### config.mk
export PLATFORM = sky130hd
export DESIGN_NAME = serial_frame_tx
export DESIGN_NICKNAME = d
export VERILOG_FILES = /design/src/rtl/serial_frame_tx.sv
export SDC_FILE = /design/constraint.sdc
export NUM_CORES = 1
export LEC_CHECK = 0
export ABC_AREA = 0
export ABC_CLOCK_PERIOD_IN_PS = 5200
export CORE_MARGIN = 2
export CORE_UTILIZATION = 57
export DETAILED_ROUTE_END_ITERATION = 6
export PLACE_DENSITY_LB_ADDON = 0.2
export SLEW_MARGIN = 20
export SYNTH_ARGS = -nofsm -noshare
export SYNTH_HDL_FRONTEND = slang
export SYNTH_SLANG_ARGS = --single-unit
export TNS_END_PERCENT = 10
### constraint.sdc
create_clock -name clk -period 5.2 [get_ports clk]
set_input_delay 1.04 -clock clk [delete_from_list [all_inputs] [get_ports clk]]
set_output_delay 1.04 -clock clk [all_outputs]
set_load 0.05 [all_outputs]
### src/rtl/serial_frame_tx.sv
// serial_frame_tx: parallel-to-serial frame transmitter (start, LSB-first data,
// [parity], stop), each bit held BIT_CYCLES clocks. All state is updated on the
// falling edge of clk. Reset is asynchronous and active-high.
// Optional even-parity bit: define SERIAL_TX_PARITY_EN.
module serial_frame_tx #(
  parameter int DATA_W     = 8,
  parameter int BIT_CYCLES = 4
) (
  input  logic              clk,
  input  logic              reset,
  input  logic [DATA_W-1:0] tx_data,
  input  logic              tx_valid,
  output logic              tx_ready,
  output logic              tx_out,
  output logic              busy,
  output logic              done
);

  localparam int CNT_W = (BIT_CYCLES > 1) ? $clog2(BIT_CYCLES) : 1;
  localparam int IDX_W = $clog2(DATA_W + 1);
  localparam logic [CNT_W-1:0] CNT_LAST = CNT_W'(BIT_CYCLES - 1);
  localparam logic [IDX_W-1:0] IDX_LAST = IDX_W'(DATA_W - 1);

`ifdef SERIAL_TX_PARITY_EN
  typedef enum logic [2:0] {IDLE, START, DATA, PARITY, STOP} state_t;
`else
  typedef enum logic [1:0] {IDLE, START, DATA, STOP} state_t;
`endif

  state_t            state, state_n;
  logic [CNT_W-1:0]  cnt, cnt_n;
  logic [IDX_W-1:0]  idx, idx_n;
  logic [DATA_W-1:0] shreg, shreg_n;
  logic              out_q, out_n;
  logic              ready_q, ready_n;
  logic              busy_q, busy_n;
  logic              done_q, done_n;
  logic              cnt_last;
`ifdef SERIAL_TX_PARITY_EN
  logic              par_q, par_n;
`endif

  assign cnt_last = (cnt == CNT_LAST);

  // State, counters, shift register and registered outputs (falling edge).
  always_ff @(negedge clk or posedge reset) begin
    if (reset) begin
      state   <= IDLE;
      cnt     <= '0;
      idx     <= '0;
      shreg   <= '0;
      out_q   <= 1'b1;
      ready_q <= 1'b1;
      busy_q  <= 1'b0;
      done_q  <= 1'b0;
`ifdef SERIAL_TX_PARITY_EN
      par_q   <= 1'b0;
`endif
    end else begin
      state   <= state_n;
      cnt     <= cnt_n;
      idx     <= idx_n;
      shreg   <= shreg_n;
      out_q   <= out_n;
      ready_q <= ready_n;
      busy_q  <= busy_n;
      done_q  <= done_n;
`ifdef SERIAL_TX_PARITY_EN
      par_q   <= par_n;
`endif
    end
  end

  // Next-state logic; the line value is computed one edge ahead so tx_out is
  // a flop and goes low on the very edge that accepts the word.
  always_comb begin
    state_n = state;
    cnt_n   = cnt;
    idx_n   = idx;
    shreg_n = shreg;
    out_n   = out_q;
    ready_n = ready_q;
    busy_n  = busy_q;
    done_n  = 1'b0;
`ifdef SERIAL_TX_PARITY_EN
    par_n   = par_q;
`endif
    unique case (state)
      IDLE: begin
        if (tx_valid) begin
          shreg_n = tx_data;
`ifdef SERIAL_TX_PARITY_EN
          par_n   = ^tx_data;
`endif
          cnt_n   = '0;
          idx_n   = '0;
          state_n = START;
          out_n   = 1'b0;
          ready_n = 1'b0;
          busy_n  = 1'b1;
        end
      end
      START: begin
        if (cnt_last) begin
          cnt_n   = '0;
          state_n = DATA;
          out_n   = shreg[0];
        end else begin
          cnt_n = cnt + CNT_W'(1);
        end
      end
      DATA: begin
        if (cnt_last) begin
          cnt_n   = '0;
          shreg_n = shreg >> 1;
          if (idx == IDX_LAST) begin
            idx_n = '0;
`ifdef SERIAL_TX_PARITY_EN
            state_n = PARITY;
            out_n   = par_q;
`else
            state_n = STOP;
            out_n   = 1'b1;
`endif
          end else begin
            idx_n = idx + IDX_W'(1);
            out_n = shreg_n[0];
          end
        end else begin
          cnt_n = cnt + CNT_W'(1);
        end
      end
`ifdef SERIAL_TX_PARITY_EN
      PARITY: begin
        if (cnt_last) begin
          cnt_n   = '0;
          state_n = STOP;
          out_n   = 1'b1;
        end else begin
          cnt_n = cnt + CNT_W'(1);
        end
      end
`endif
      STOP: begin
        if (cnt_last) begin
          cnt_n   = '0;
          state_n = IDLE;
          out_n   = 1'b1;
          ready_n = 1'b1;
          busy_n  = 1'b0;
          done_n  = 1'b1;
        end else begin
          cnt_n = cnt + CNT_W'(1);
        end
      end
      default: begin
        state_n = IDLE;
        out_n   = 1'b1;
        ready_n = 1'b1;
        busy_n  = 1'b0;
      end
    endcase
  end

  assign tx_out   = out_q;
  assign tx_ready = ready_q;
  assign busy     = busy_q;
  assign done     = done_q;

endmodule

==> impl_summary.md <==
Global routing
The number of global-route vias before repair is 765. The all-layer global routing usage is 0.215. After global routing the overflow that remains totals 0. The first global-routing pass estimated 3340 um of wire. Entering global routing, the biggest net connects 20 pins. The number of antenna violations at the first check in global routing came to 0.

Synth
Of the post-synthesis cell area, the part taken by muxes is 0.175. The dominant combinational cell family by area after synthesis is multiplexers. Yosys mapped the design onto 33 distinct sky130hd cell types. Summing every instance area after synthesis gives 0.00108 mm^2. The number of enable flip-flop cells after synthesis is 0.

The cell type with the largest total area after synthesis is sky130_fd_sc_hd__dfrtn_1. Of the post-synthesis cell area, the dominant cell type holds 0.415. The share of synthesized cell area in and, or, nand and nor gates is 0.118. Synthesis produced 94 cells.

The post-synthesis net count is 112. Of all flip-flops after synthesis, the portion carrying an async set or reset was 1.00. Of the total synthesized cell area, the portion taken by XOR and XNOR cells is 0.00807. The top flip-flop cell by instance count after synthesis is sky130_fd_sc_hd__dfrtn_1. The number of warnings printed during yosys synthesis is 0.

A synthesized cell averages 11.5 um^2. After synthesis the netlist holds a flip-flop and latch count of 20. Sorting the synthesized cells by area gives the leading types as sky130_fd_sc_hd__dfrtn_1, sky130_fd_sc_hd__mux2_1, sky130_fd_sc_hd__ha_1. The compound-gate portion of the synthesized area was 0.101.

The synthesized-area fraction occupied by adder cells is 0.0807. The share of the Yosys chip area taken by registers is 0.464.

Timing
Setup repair after global routing left no endpoint under its margin. The slew at the pin closest to its max-slew limit is 693 ps. Across all hold checks on the routed design, the worst slack comes to 430 ps.

The clock arrives with 62.2 ps of skew. The sum of negative setup slack is 0 ps. The worst relative slew slack is 0.538.

The number of failing hold endpoints at the final stage is 0. The total of endpoints with negative setup slack in the final report is 0. The final number of max-transition violations came to 0.

Pwr
Internal power comes to 440 uW. The share of power burned in the clock network is 0.112. Of the total power, the share spent switching nets is 0.390. The power per unit of standard cell area is 562 mW/mm^2. IR analysis of the VDD net gives a maximum drop of 0.425 mV. The part of the total power dissipated in sequential elements is 0.363. The analysis attributes to net switching a power of 281 uW. The combinational share of power is 0.525. The post-route total power is 721 uW. For this design the static power due to leakage is 0.000562 uW.

Die
The number of ports placed on the die boundary is 15. The height of the chip is 47.6 um. The initial core utilization is 0.615. The number of rows in the core area is 15. The die covers 0.00227 mm^2. The region available for standard cell placement spans 0.00176 mm^2. The die is 47.6 um wide.

Job
Across the run, the number of max-cap violations was 0.

Placed design
The instance area at placement is 0.00125 mm^2. The count of port buffers added during placement is 14. The congestion estimate from routability-driven global placement came to 0.791.

CTS
After clock tree synthesis, the clock-pin slew on the worst setup and hold paths is 80 ps. The TritonCTS sink count is 20. The number of setup buffers added after CTS is 0. In this run the number of H-tree levels came out at 1. The root buffer cell is sky130_fd_sc_hd__clkbuf_4.

The TritonCTS clock tree is yes. The clock tree buffer depth is 2. The insertion delay to the later sink of the worst-skew pair is 350 ps. The post-cts repair resize count is 0. Buffers inserted to repair hold after CTS numbered 0. The total clock buffers created by CTS is 3.

Worst setup path
The critical path goes through clkdlybuf4s50_1. The data arrival at the endpoint of the critical path is 4090 ps. The worst setup path is captured at a primary output. On the worst path, the slowest cell contributes a delay of 790 ps. STA puts the critical path data required time at 4160 ps. Among cell families on the critical path, the largest total delay comes from buffers and inverters. The worst setup path is launched from a register. The number of cell instances on the worst register-to-register path is 5. The biggest fanout along the worst timing path is 1. The worst reg2reg path startpoint is state[0].

In this run the register-to-register setup slack is 2900 ps. The worst reg2reg path endpoint is state[1]. The critical path is of the register to primary output type. The slowest stage of the critical path belongs to the cell sky130_fd_sc_hd__clkdlybuf4s50_1. Together, buffers and inverters on the worst path number 1.

Worst hold path
Counting instances, the worst hold path has a depth of 1. The startpoint of the worst hold path is shreg[3]. The path category of the worst min-delay check is register to register. The endpoint of the worst hold path is shreg[3].

Drt
The final layout contains routed wiring with a total length of 1950 um. The via count is 763. The DRC marker count from the first detailed-route iteration is 4. The routed wire length per instance is 14.1 um.

Dividing the detail-routed via count by the number of cells gives 5.53. The detail route stage leaves a number of antenna-violating nets equal to 0. For this run, the detailed router's first-pass iteration total came to 2. The post-detailed-route DRC marker count is 0.

Layout
The multi-input logic area is 524 um^2. The net count of the finished layout is 132. Leaving out fill and tap cells, the most frequent cell in the layout is sky130_fd_sc_hd__dfrtn_1.

With fillers left out, the area of the finished cells amounts to 0.00128 mm^2. Of the cells placed in the final design, the portion with a size suffix greater than 1 is 0.195. The top cell types in the final layout, fill and taps aside, are sky130_fd_sc_hd__dfrtn_1, sky130_fd_sc_hd__clkdlybuf4s50_1, sky130_fd_sc_hd__inv_1, sky130_fd_sc_hd__mux2_1. Fill cells in the final layout number 144. Once layout is complete, the utilization of the core stands at 0.727. The register area is 503 um^2.

Compared with the post-synthesis result, the final layout area differs by 18.2%. The number of antenna diodes in the final layout is 0.

Status
The run finished with clean final reports.
==> cell usage after synthesis (all sizes together) (2+ instances only) <==
cell type,number
mux2,16
nor3,2
nand4b,2
nand2,3
inv,8
ha,7
dfstp,2
nor2b,3
nor2,2
dfrtn,18
nand3b,2
o21ai,5
nand4,3
a21oi,4
a221oi,2
buf,3
==> kinds of logic after synthesis <==
logic type               after synthesis
adder cells (fa/ha/maj)                7
AO/OA/AOI/OAI                         16
flip-flops                            20
multiplexers                          17
buffers and inverters                 12
XOR/XNOR                               1
AND/OR/NAND/NOR                       21
==> registers in the layout, summed over array words and instances, names as in the netlist <==
register	count
done	1
busy	1
shreg	8
cnt	2
tx_out	1
tx_ready	1
idx	4
state	2
==> how the worst max path moves through the flow <==
| stage | start | end | cells past startpoint | slack (ps) |
|---|---|---|---|---|
| after floorplan | tx_valid | shreg[0] | 5 | 460 |
| after global placement | tx_valid | state[1] | 5 | 130 |
| after detailed placement | tx_valid | shreg[0] | 5 | 90 |
| after CTS | done | done | 1 | 60 |
| after global routing | done | done | 1 | 30 |
| final | done | done | 1 | 70 |
==> per-stage QoR <==
stage,std cells,worst slack [ps]
6_report,138,71.1
5_1_grt,138,32.4
4_1_cts,138,55.8
3_5_place_dp,133,85.8
3_3_place_gp,133,125
2_1_floorplan,94,461
==> area by class of cell <==
| class | count | share of cell area |
|---|---|---|
| multi-input cells | 62 | 0.409 |
| repair buffers | 18 | 0.127 |
| inverters | 7 | 0.0205 |
| flip-flops and latches | 20 | 0.392 |
| clock inverters | 3 | 0.00976 |
| well taps | 25 | 0.0244 |
| clock buffers | 3 | 0.0176 |
==> per-layer routing <==
metal  vias to the layer above  track usage  wire (um)
li1                        371            -          -
met1                       378        0.274        915
met2                        10        0.357        957
met3                         4       0.0340         36
met4                         0        0.103         37
met5                         -            0          0
==> power by group through the flow <==
| stage | logic, uW | registers, uW | clock network, uW |
|---|---|---|---|
| 6_report | 379 | 261 | 80.6 |
| 5_1_grt | 416 | 268 | 91.6 |
| 4_1_cts | 383 | 261 | 84.7 |
| 3_5_place_dp | 382 | 264 | 3.61 |
| 3_3_place_gp | 366 | 259 | 3.61 |
| 2_1_floorplan | 283 | 283 | 3.61 |
(Power assumes the default switching activity.)
